--- src/rtl/instr_fetch_unit.sv ---
// Instruction fetch unit: one-outstanding-request fetcher with redirect, memory-init hold and accept counter.
// Optional macro IFU_TIMEOUT_EN adds a WAIT-state watchdog that raises the sticky fetch_fault.
module instr_fetch_unit #(
    parameter logic [63:0] RESET_PC       = 64'h0,
    parameter int unsigned TIMEOUT_CYCLES = 255
) (
    input  logic        clock,
    input  logic        reset_n,
    input  logic        meminit,
    input  logic        pc_load,
    input  logic [63:0] nextpc,
    output logic        imem_req,
    output logic [63:0] imem_addr,
    input  logic        imem_ack,
    input  logic [31:0] imem_rdata,
    output logic [63:0] instruction,
    output logic [10:0] instr_31_21,
    output logic [4:0]  instr_20_16,
    output logic [4:0]  instr_9_5,
    output logic [4:0]  instr_4_0,
    output logic [63:0] programcounter,
    output logic        instr_valid,
    input  logic        instr_ready,
    output logic [31:0] fetch_count,
    output logic        fetch_fault
);
    // state | meaning
    // IDLE  | no request; leaves once reset/meminit has settled for a cycle
    // WAIT  | imem_req high at imem_addr, waiting for imem_ack
    // HOLD  | instruction presented, waiting for the CPU to accept
    typedef enum logic [1:0] {IDLE, WAIT, HOLD} state_t;

    state_t      state;
    logic [63:0] pc_reg;
    logic        started;
    logic        unused_nextpc_lsb;

    assign unused_nextpc_lsb = ^nextpc[1:0];

    assign instr_31_21 = instruction[31:21];
    assign instr_20_16 = instruction[20:16];
    assign instr_9_5   = instruction[9:5];
    assign instr_4_0   = instruction[4:0];

`ifdef IFU_TIMEOUT_EN
    localparam logic [7:0] WAIT_LOAD = 8'(TIMEOUT_CYCLES - 1);
    logic [7:0] wait_cnt;
`else
    assign fetch_fault = 1'b0;
`endif

    always_ff @(posedge clock or negedge reset_n) begin
        if (!reset_n) begin
            state          <= IDLE;
            pc_reg         <= RESET_PC;
            started        <= 1'b0;
            imem_req       <= 1'b0;
            imem_addr      <= 64'h0;
            instruction    <= 64'h0;
            programcounter <= 64'h0;
            instr_valid    <= 1'b0;
            fetch_count    <= 32'h0;
`ifdef IFU_TIMEOUT_EN
            wait_cnt       <= 8'h0;
            fetch_fault    <= 1'b0;
`endif
        end else if (meminit) begin
            state       <= IDLE;
            pc_reg      <= RESET_PC;
            imem_req    <= 1'b0;
            instr_valid <= 1'b0;
        end else begin
            started <= 1'b1;
            if (pc_load) begin
                // redirect wins over ack/ready: any data arriving this cycle is dropped
                state       <= IDLE;
                pc_reg      <= {nextpc[63:2], 2'b00};
                imem_req    <= 1'b0;
                instr_valid <= 1'b0;
`ifdef IFU_TIMEOUT_EN
                fetch_fault <= 1'b0;
`endif
            end else begin
                case (state)
                    IDLE: begin
`ifdef IFU_TIMEOUT_EN
                        if (started && !fetch_fault) begin
                            wait_cnt <= WAIT_LOAD;
`else
                        if (started) begin
`endif
                            state     <= WAIT;
                            imem_req  <= 1'b1;
                            imem_addr <= pc_reg;
                        end
                    end
                    WAIT: begin
                        if (imem_ack) begin
                            state          <= HOLD;
                            imem_req       <= 1'b0;
                            instruction    <= {32'h0, imem_rdata};
                            programcounter <= pc_reg;
                            pc_reg         <= pc_reg + 64'd4;
                            instr_valid    <= 1'b1;
                        end
`ifdef IFU_TIMEOUT_EN
                        else if (wait_cnt == 8'h0) begin
                            state       <= IDLE;
                            imem_req    <= 1'b0;
                            fetch_fault <= 1'b1;
                        end else begin
                            wait_cnt <= wait_cnt - 8'd1;
                        end
`endif
                    end
                    HOLD: begin
                        if (instr_ready) begin
                            state       <= WAIT;
                            instr_valid <= 1'b0;
                            fetch_count <= fetch_count + 32'd1;
                            imem_req    <= 1'b1;
                            imem_addr   <= pc_reg;
`ifdef IFU_TIMEOUT_EN
                            wait_cnt    <= WAIT_LOAD;
`endif
                        end
                    end
                    default: state <= IDLE;
                endcase
            end
        end
    end
endmodule

--- config.mk ---
export PLATFORM = sky130hd
export DESIGN_NAME = instr_fetch_unit
export DESIGN_NICKNAME = d
export VERILOG_FILES = /design/src/rtl/instr_fetch_unit.sv
export SDC_FILE = /design/constraint.sdc
export NUM_CORES = 1
export LEC_CHECK = 0
export CORE_MARGIN = 3
export CORE_UTILIZATION = 38
export DETAILED_ROUTE_END_ITERATION = 16
export PLACE_DENSITY_LB_ADDON = 0.25
export SLEW_MARGIN = 20
export SYNTH_ARGS = -nofsm -noshare
export SYNTH_HDL_FRONTEND = slang
export SYNTH_SLANG_ARGS = --single-unit
--- constraint.sdc ---
create_clock -name clock -period 3.8 [get_ports clock]
set_clock_uncertainty 0.15 [all_clocks]
set_input_delay 0.76 -clock clock [delete_from_list [all_inputs] [get_ports clock]]
set_output_delay 0.76 -clock clock [all_outputs]
set_load 0.005 [all_outputs]
==> results of run 1 <==
final timing paths:
kind	startpoint	endpoint	slack [ns]	depth (start not counted)
min	reset_n	fetch_count[20]	0.06	1
min reg2reg	fetch_count[31]	fetch_count[31]	0.32	1
max in group asynchronous	reset_n	imem_addr[32]	2.41	2
max reg2reg	pc_reg[3]	pc_reg[40]	0.67	6
min in group clock	fetch_count[31]	fetch_count[31]	0.32	1
max	pc_reg[3]	pc_reg[40]	0.67	6
cell usage after synthesis (2+ instances only):
| cell | instances | area share (%) |
|---|---|---|
| and4_1 | 5 | 0.37 |
| o21a_1 | 4 | 0.25 |
| a311oi_1 | 12 | 0.88 |
| buf_4 | 63 | 3.9 |
| and3_1 | 23 | 1.2 |
| o31a_1 | 2 | 0.15 |
| nand2b_1 | 4 | 0.21 |
| xor2_1 | 25 | 1.8 |
| or2_2 | 4 | 0.21 |
| a211oi_1 | 24 | 1.5 |
| nor3b_1 | 4 | 0.25 |
| a2111oi_0 | 4 | 0.29 |
| nand3_1 | 44 | 1.8 |
| nor4_1 | 16 | 0.84 |
| a21oi_1 | 14 | 0.59 |
| clkbuf_8 | 4 | 0.46 |
| o211ai_1 | 6 | 0.38 |
| nand4_1 | 31 | 1.6 |
| a221oi_1 | 2 | 0.15 |
| o21ai_0 | 7 | 0.29 |
| mux2_2 | 158 | 15 |
| nor2_1 | 84 | 2.6 |
| ha_1 | 5 | 0.52 |
| nor4b_1 | 2 | 0.15 |
| or4_1 | 12 | 0.75 |
| dfrtp_1 | 255 | 53 |
| mux2i_1 | 5 | 0.42 |
| nand2_1 | 52 | 1.6 |
| o31ai_1 | 9 | 0.56 |
| nor3_1 | 20 | 0.84 |
| or3_1 | 9 | 0.47 |
| inv_1 | 18 | 0.56 |
| clkbuf_1 | 38 | 1.2 |
| xnor2_1 | 38 | 2.8 |
| buf_1 | 2 | 0.063 |
| and2_1 | 5 | 0.26 |
logic make-up after synthesis:
family                   count (synthesis)  synth area share [%]
buffers and inverters                  128                  6.65
AND/OR/NAND/NOR                        322                  13.8
flip-flops                             255                  53.3
multiplexers                           163                  15.3
AO/OA/AOI/OAI                           94                  5.79
XOR/XNOR                                63                  4.61
other                                    1                0.0313
adder cells (fa/ha/maj)                  5                 0.522
power breakdown:
part	total, mW	internal (mW)	switching [mW]	leakage (nW)
logic	1.53	1.04	0.488	3.05
registers	3.35	3.08	0.273	3.36
clock network	2.55	1.45	1.10	0.423
area by class of cell:
type	instances	share of cell area, %
Sequential cell	255	39.5
Antenna cell	3	0.0465
Tap cell	396	3.07
Multi-Input combinational cell	684	30.7
Inverter	18	0.418
Clock buffer	38	4.89
Timing Repair Buffer	341	21.0
Clock inverter	9	0.349
layer usage:
layer  share of wire, %  routed length [um]
met4                2.7                 912
met5               0.18                  61
met2                 47               15700
met3                8.3                2760
met1                 42               14000
metrics by stage:
stage               hold slack [ns]  utilization, %  instance area (um2)
floorplan                     0.286               -                12100
global placement              0.310            49.6                15300
finish                       0.0563            52.4                16100
global route                  0.115            52.4                16100
CTS                           0.118            52.4                16100
detailed placement            0.317            49.6                15300
worst reg2reg max path: stages (launching register included):
cell	delay, ns
dfrtp_1	0.45
ha_1	0.28
nand2_1	0.11
or4_4	0.51
or4_1	0.74
or4_1	0.53
a311oi_1	0.28
==> summary.md, run 1 <==
| Metric | Value |
|---|---|
| # hold bufs at CTS | 0 |
| Cell family with most CP delay | simple AND/OR/NAND/NOR gates |
| Critical path's largest stage delay | approximately 0.74 ns |
| Sequential fraction of the synthesis area | 53.3% |
| Total gr overflow | 0 |
| Initial antenna violation count | 8 |
| Worst setup EP type | flip-flop |
| Pleak | ~7 nW |
| Pins over their slew limit | 0 |
| Die area | 0.0337 mm2 |
| CP Cell Sequence | ha_1, nand2_1, or4_4, or4_1, or4_1, a311oi_1 |
| GPL Wtd Cong | ~0.80 |
| Final hold vios | 0 |
| Period utilization | a little over 80% |
| Crit Path Max Fanout | 7 |
| Total design power | 7.43 mW |
| Pre-CTS setup slack | 0.515 ns |
| Slew @ Worst Pin | between 0.8 and 0.9 ns |
| Vias in the first global route | a little over 9000 |
| Std cell rows | 64 |
| Sum of buffers and inverters on the critical path | 0 |
| Clock Tree Root | clkbuf_16 |
| Ys async rst share | 100% |
| Worst path slowest cell | or4_1 |
| Gates resized, CTS repair | 0 |
| Routed Wire Length | 33.4 mm |
| Post-CTS Setup Bufs | 0 |
| Final setup violation count | 0 |
| Initial core utilization | about two fifths |
| Setup TNS | 0 ns |
| Initial DRC Count | between 300 and 400 |
| Synthesized instance count | between 1000 and 1500 |
| Hpwl dp | ~24 mm |
| Ys flop type | dfrtp_1 |
| Buffers on Ports | ~320 |
| Clock buffer depth | 3 |
| Status | complete, no violations |
| Met3 usage | under 10% |
| Drt pass-1 iters | 5 |
| CTS buffer count | 29 |
| Post-synth EDFFs | 0 |
| Post-route DRC | 0 |
| Die X | between 150 and 200 um |
| Die Y | between 150 and 200 um |
| Minimum clock period | roughly 3.1 ns |
| Fmax achieved | roughly 320 MHz |
| Number of I/O pins | about 360 |
| Routed vias | between 9000 and 10000 |
| Worst vdd ir | approximately 0.00032 V |
| Commonest non-fill, non-tap cell in the layout | clkdlybuf4s50_1 |
| Startpoint types | flip-flop |
| H-tree Lvls | 1 |
| HP Class | input pin to async pin |
| Most frequent cells in the layout | clkdlybuf4s50_1, dfrtp_1, mux2_2 |
| Met2 usage | approximately a third |
| Critical path type | flip-flop to flip-flop |
| CTS clk-pin slew, worst paths | about 0.060 ns |
| Arrival time worst endpoint | roughly 3.4 ns |
| Grt met1 use | roughly a quarter |
| Via/cell ratio | between 5 and 6 |
| Finished Layout Cells | about 1700 |
| Worst rel slew slack | about 41% |
| Filler Cell Count | around 2700 |
| Area of the multi-input gates | roughly 0.0050 mm2 |
| CTS tree | built |
| Pwr Density | about 460 mW/mm2 |
| Largest net degree at the start of global routing | 101 |
| Storage cell area | between 0.006 and 0.007 mm2 |
| Placed instance count | roughly 1700 |
| Tot GR Track Use | 19.3% |
| DR WL/cell | 19.2 um |
| Skew-Pair Late Insertion Delay | between 0.5 and 0.6 ns |
| Worst EP required | between 4 and 5 ns |
| Final antenna-violating net count | 0 |
| Max-cap violations | 0 |
| First-pass GRT wire length | ~52 mm |
| Mapped Avg Cell Area | around 12 um2 |
| Sink Count | between 200 and 300 |
| Busiest grt layer | met2 |
| Area grow syn2layout | 34.9% |
| #FFs+latches synth | between 200 and 300 |
| PnR worst setup slack | 0.668 ns |
| Yosys warns | 0 |
| RSZ-0062 raised after global routing | false |
| Crit path top cell by count | or4_1 |
| Unique cell type count in the Yosys netlist | 57 |
| Core area | about 0.03 mm2 |
| Layout cells sized above 1 | 17.9% |
| Layout Nets | approximately 1400 |
| Cell Area, Synth | between 0.01 and 0.015 mm2 |
Power figures use the tool's default switching activity.
==> run 2: changes to the inputs <==
Clock period 3.8 ns to 3.15 ns, I/O delays scaled along.
==> summary.md, run 2 (synthesis results as in run 1) <==
| Metric | Value |
|---|---|
| Pins over their slew limit | 0 (unchanged) |
| Post-layout util | 53.1% (+0.76 points) |
| Drt pass-1 iters | 5 (unchanged) |
| Post-CTS Setup Bufs | 0 (unchanged) |
| Total gr overflow | 0 (unchanged) |
| Critical path type | flip-flop to flip-flop |
| Startpoint types | flip-flop |
| Area of the multi-input gates | 0.00496 mm2 (unchanged) |
| Die Y | 184 um (unchanged) |
| Final setup violation count | 0 (unchanged) |
| DR WL/cell | 19.0 um (-0.77%) |
| Most frequent cells in the layout | clkdlybuf4s50_1, dfrtp_1, mux2_2 |
| Via/cell ratio | 5.17 (-0.24%) |
| First-pass GRT wire length | 51.9 mm (-0.98%) |
| R2R setup slack | 0.18 ns (-0.49 ns) |
| Worst EP required | 3.45 ns (-0.65 ns) |
| RSZ-0062 raised after global routing | false |
| Area after DPL | 0.0155 mm2 (+1.1%) |
| Sink Count | 255 (unchanged) |
| Minimum clock period | 2.97 ns (-0.161 ns) |
| Status | complete, no violations |
| Critical Path Source | pc_reg[12] |
| Final hold vios | 0 (unchanged) |
| Number of I/O pins | 355 (unchanged) |
| Initial core utilization | 38.8% (unchanged) |
| Std cell rows | 64 (unchanged) |
| Worst vdd ir | 0.000515 V (+60%) |
| Clock buffer depth | 3 (unchanged) |
| CTS tree | built |
| Combinational share of power | 20.6% (about the same) |
| Initial DRC Count | 484 (+24%) |
| CTS clk-pin slew, worst paths | 0.06 ns (about the same) |
| Largest net degree at the start of global routing | 93 (-7.9%) |
| Commonest non-fill, non-tap cell in the layout | clkdlybuf4s50_1 |
| Area grow syn2layout | 36.8% |
| Layout Nets | 1449 (+0.91%) |
| Tot GR Track Use | 19.2% (-0.16 points) |
| Arrival time worst endpoint | 3.28 ns (-0.15 ns) |
| Reg2reg end | pc_reg[40] |
| Hpwl dp | 24.2 mm (+1.7%) |
| Pwr Density | 556 mW/mm2 (+21%) |
| Hold Path Depth | 1 |
| Slew @ Worst Pin | 0.678 ns (-0.205 ns) |
| Worst r2r src | pc_reg[12] |
| CP Cell Sequence | nand3_2, or4_4, or4_1, or4_1, a311oi_1 |
| Worst path slowest cell | or4_1 |
| Core area | 0.0308 mm2 (unchanged) |
| Gates resized, CTS repair | 0 (unchanged) |
| Die X | 184 um (unchanged) |
| GPL Wtd Cong | 0.819 (+3.0%) |
| Critical path's largest stage delay | 0.72 ns (-0.02 ns) |
| R2R cell count | 5 (-1) |
| HP Class | flip-flop to flip-flop |
| Net Sw Frac | 24.7% (-0.39 points) |
| Design area | 0.0164 mm2 (+1.5%) |
| P_int | 6.86 mW (+23%) |
| Clock power share | 35.2% (+0.9 points) |
| Setup TNS | 0 ns (unchanged) |
| Critical Path Sink | pc_reg[40] |
| Max-cap violations | 0 (unchanged) |
| Worst setup EP type | flip-flop |
| Filler Cell Count | 2736 (+0.26%) |
| Top Layer Used | met5 |
| Storage cell area | 0.00638 mm2 (unchanged) |
| Skew-Pair Late Insertion Delay | 0.55 ns (about the same) |
| Pleak | 6.95 nW (+1.7%) |
| Net Switching | 2.25 mW (+21%) |
| Hold_ws | 0.315 ns (+0.259 ns) |
| H-tree Lvls | 1 (unchanged) |
| Crit path top cell by count | or4_1 |
| Fmax achieved | 337 MHz (+5.4%) |
| Sequential Power Share | 44.2% (-0.9 points) |
| WL met3 | 2.66 mm (-3.7%) |
| Die area | 0.0337 mm2 (unchanged) |
| Clock Tree Root | clkbuf_16 |
| Final antenna-violating net count | 0 (unchanged) |
| Crit Path Max Fanout | 6 (-1) |
| Buffers on Ports | 315 (unchanged) |
| # hold bufs at CTS | 1 (+1) |
| Post-route DRC | 0 (unchanged) |
| Layout cells sized above 1 | 18.8% (+0.85 points) |
| Vias in the first global route | 9019 (-2.0%) |
| Routed vias | 9112 (+0.79%) |
| Worst rel slew slack | 54.8% (+14 points) |
| DR WL met2 | 16.1 mm (+2.8%) |
| Routed Wire Length | 33.5 mm (+0.26%) |
| Wl on met1 | 14.2 mm (+1.7%) |
| Initial antenna violation count | 7 (-1) |
| Period utilization | 94.3% (+12 points) |
| CTS buffer count | 29 (unchanged) |
==> run 2: changes by cell type in the layout (fill, tap and decap cells not counted), sizes merged <==
cell,delta
diode,-1
clkinv,-1
inv,-1
dlygate4sd3,+1
clkbuf,+8
buf,+12
==> run 2: worst min-delay path by stage <==
stage | startpoint | slack [ns] | endpoint
2_1_floorplan | reset_n | 0.18 | fetch_count[0]
3_3_place_gp | started | 0.31 | started
3_5_place_dp | started | 0.31 | started
4_1_cts | started | 0.32 | started
5_1_grt | started | 0.36 | started
6_report | started | 0.31 | started
==> run 2: worst max-delay path, delay by kind of cell (launching register included) <==
family	cells	cell delay (ns)
simple gates	4	2.02
flops	1	0.46
compound gates	1	0.26
==> run 2: cell type report <==
| type | count | area share (%) |
|---|---|---|
| multi-input cells | 684 | 30.3 |
| diodes | 2 | 0.0305 |
| clock buffers | 46 | 5.31 |
| inverters | 18 | 0.412 |
| repair buffers | 354 | 21.7 |
| flip-flops and latches | 255 | 38.9 |
| well taps | 396 | 3.02 |
| clock inverters | 7 | 0.237 |
==> run 2: power groups by stage <==
stage	registers (mW)	clock network [mW]	logic, mW
after floorplan	4.06	0	0.726
after global placement	4.08	0	1.87
after detailed placement	4.10	0	1.90
after CTS	4.04	3.30	1.91
after global routing	4.10	3.44	2.02
final	4.03	3.21	1.87
==> run 2: layer usage <==
metal  GRT usage (%)  vias to the layer above
met3            5.92                       47
met5               0                        -
met1            25.3                     4507
met2            31.8                      308
li1                -                     4240
met4            2.99                       10
==> run 2: per-stage QoR <==
step	power [mW]	std cells	setup WS, ns
after floorplan	4.78	1067	0.379
after global placement	5.95	1706	0.0965
after detailed placement	5.99	1706	0.0326
after CTS	9.25	1760	0.187
after global routing	9.56	1762	0.107
final	9.11	1762	0.179
==> run 3: changes to the inputs <==
Settings changed: PLACE_DENSITY from default to 0.69, PLACE_DENSITY_LB_ADDON 0.25 to default.
==> summary.md, run 3 (synthesis results as in run 1) <==
| Metric | Value |
|---|---|
| Sum of buffers and inverters on the critical path | 0 (unchanged) |
| Crit path top cell by count | or4_1 |
| Post-route DRC | 0 (unchanged) |
| Via/cell ratio | 5.21 (+0.79%) |
| Initial DRC Count | 532 (+9.9%) |
| Clock buffer depth | 3 (unchanged) |
| Post-CTS Setup Bufs | 0 (unchanged) |
| Status | complete, no violations |
| Die X | 184 um (unchanged) |
| Critical path type | flip-flop to flip-flop |
| P_int | 7.00 mW (+2.0%) |
| Hpwl dp | 24.9 mm (+2.8%) |
| PnR worst setup slack | 0.171 ns (-0.00788 ns) |
| # hold bufs at CTS | 1 (unchanged) |
| CTS clk-pin slew, worst paths | 0.06 ns (about the same) |
| Busiest grt layer | met2 |
| Net Sw Frac | 24.4% (-0.31 points) |
| Commonest non-fill, non-tap cell in the layout | clkdlybuf4s50_1 |
| Tot GR Track Use | 19.7% (+0.49 points) |
| Routed Wire Length | 34.2 mm (+2.2%) |
| Initial core utilization | 38.8% (unchanged) |
| Arrival time worst endpoint | 3.27 ns (about the same) |
| H-tree Lvls | 1 (unchanged) |
| Die area | 0.0337 mm2 (unchanged) |
| Gates resized, CTS repair | 0 (unchanged) |
| Worst EP required | 3.44 ns (about the same) |
| HP Class | flip-flop to flip-flop |
| Most frequent cells in the layout | clkdlybuf4s50_1, dfrtp_1, mux2_2 |
| Pleak | 6.98 nW (+0.42%) |
| Finished Layout Cells | 1763 (+0.057%) |
| Slew @ Worst Pin | 0.670 ns (-0.00746 ns) |
| Met2 usage | 33.0% (+1.2 points) |
| Std cell rows | 64 (unchanged) |
| GPL Wtd Cong | 0.857 (+4.7%) |
| Worst path slowest cell | or4_1 |
| Area of the multi-input gates | 0.00496 mm2 (unchanged) |
| Pre-CTS setup slack | -0.00420 ns (-0.0368 ns) |
| Fmax achieved | 336 MHz (-0.26%) |
| Worst vdd ir | 0.000375 V (-27%) |
| Cell family with most CP delay | simple AND/OR/NAND/NOR gates |
| Routed vias | 9189 (+0.85%) |
| Storage cell area | 0.00638 mm2 (unchanged) |
| Met3 usage | 5.64% (-0.28 points) |
| Layout cells sized above 1 | 19.0% (+0.25 points) |
| Placed instance count | 1713 (+0.41%) |
| Pins over their slew limit | 0 (unchanged) |
| Clock Tree Root | clkbuf_16 |
| Worst rel slew slack | 55.3% (+0.50 points) |
| DR WL/cell | 19.4 um (+2.2%) |
| Total design power | 9.25 mW (+1.6%) |
| Vias in the first global route | 9257 (+2.6%) |
| Skew-Pair Late Insertion Delay | 0.54 ns (about the same) |
| Clock power share | 36.0% (+0.8 points) |
| Final antenna-violating net count | 0 (unchanged) |
| Largest net degree at the start of global routing | 79 (-15%) |
| CP Cell Sequence | nand2_1, or4_4, or4_1, or4_1, a311oi_1 |
| Layout Nets | 1455 (+0.41%) |
| Number of I/O pins | 355 (unchanged) |
| Startpoint types | flip-flop |
| Period utilization | 94.6% (+0.25 points) |
| Combinational share of power | 20.3% (-0.3 points) |
| Area grow syn2layout | 37.3% |
| CTS tree | built |
| RSZ-0062 raised after global routing | false |
| Worst setup EP type | flip-flop |
| Buffers on Ports | 315 (unchanged) |
| Max-cap violations | 0 (unchanged) |
| Hold_ws | 0.321 ns (+0.00566 ns) |
| Drt pass-1 iters | 4 (-1) |
| Net Switching | 2.25 mW (+0.28%) |
| Sequential Power Share | 43.7% (-0.5 points) |
| Filler Cell Count | 2692 (-1.6%) |
| Final setup violation count | 0 (unchanged) |
| Total gr overflow | 0 (unchanged) |
| Pwr Density | 563 mW/mm2 (+1.2%) |
| Die Y | 184 um (unchanged) |
| First-pass GRT wire length | 52.9 mm (+1.9%) |
| Core area | 0.0308 mm2 (unchanged) |
| CTS buffer count | 28 (-3.4%) |
| Antenna cell count | 0 (-2) |
| Grt met1 use | 25.7% (+0.37 points) |
| Minimum clock period | 2.98 ns (+0.00788 ns) |
| Crit Path Max Fanout | 7 (+1) |
| Critical path's largest stage delay | 0.71 ns (about the same) |
| Setup TNS | 0 ns (unchanged) |
| Final hold vios | 0 (unchanged) |
| Initial antenna violation count | 5 (-2) |
| Sink Count | 255 (unchanged) |
==> run 3: cell count changes in the layout (fill, tap and decap cells not counted), moves of 2 or more <==
cell,delta
bufinv_16,+3
diode_2,-2
clkinv_2,-2
buf_4,+8
clkbuf_8,-4
==> run 3: path summary, 6_finish.rpt <==
| path | startpoint | end | slack, ns | depth (start not counted) |
|---|---|---|---|---|
| worst min register to register | started | started | 0.32 | 1 |
| worst max-delay path | pc_reg[10] | pc_reg[40] | 0.17 | 5 |
| worst min-delay path | started | started | 0.32 | 1 |
| min in group asynchronous | reset_n | fetch_count[9] | 0.52 | 2 |
| max in group asynchronous | reset_n | programcounter[30] | 1.55 | 3 |
| worst max register to register | pc_reg[10] | pc_reg[40] | 0.17 | 5 |
==> run 3: metrics by stage <==
stage                     utilization (%)  cell area (um2)
after detailed placement             50.3            15500
final                                53.3            16400
after CTS                            53.3            16400
after floorplan                         -            12100
after global placement               50.3            15500
after global routing                 53.3            16400
==> run 3: power groups by stage <==
stage / registers (mW) / logic [mW] / clock network, mW
finish: 4.04 / 1.88 / 3.33
global route: 4.11 / 2.03 / 3.55
CTS: 4.05 / 1.91 / 3.42
detailed placement: 4.10 / 1.90 / 0
global placement: 4.09 / 1.87 / 0
floorplan: 4.06 / 0.726 / 0
==> run 3: area by class of cell <==
cell class,count,share of cell area [%]
inverter,18,0.411
timing repair buffer,361,21.9
multi-input combinational,684,30.2
tap,396,3.01
clock buffer,41,4.93
clock inverter,8,0.715
sequential,255,38.8
==> run 3: worst reg2reg max path, stage by stage (launching register included) <==
cell and delay, ns:
dfrtp_1 0.48, nand2_1 0.17, or4_4 0.57, or4_1 0.71, or4_1 0.52, a311oi_1 0.27
==> run 3: routing by layer <==
| metal | routed length [um] | up-vias |
|---|---|---|
| met5 | 72 | - |
| met4 | 606 | 10 |
| met3 | 2830 | 54 |
| met2 | 16400 | 344 |
| met1 | 14300 | 4534 |
| li1 | - | 4247 |
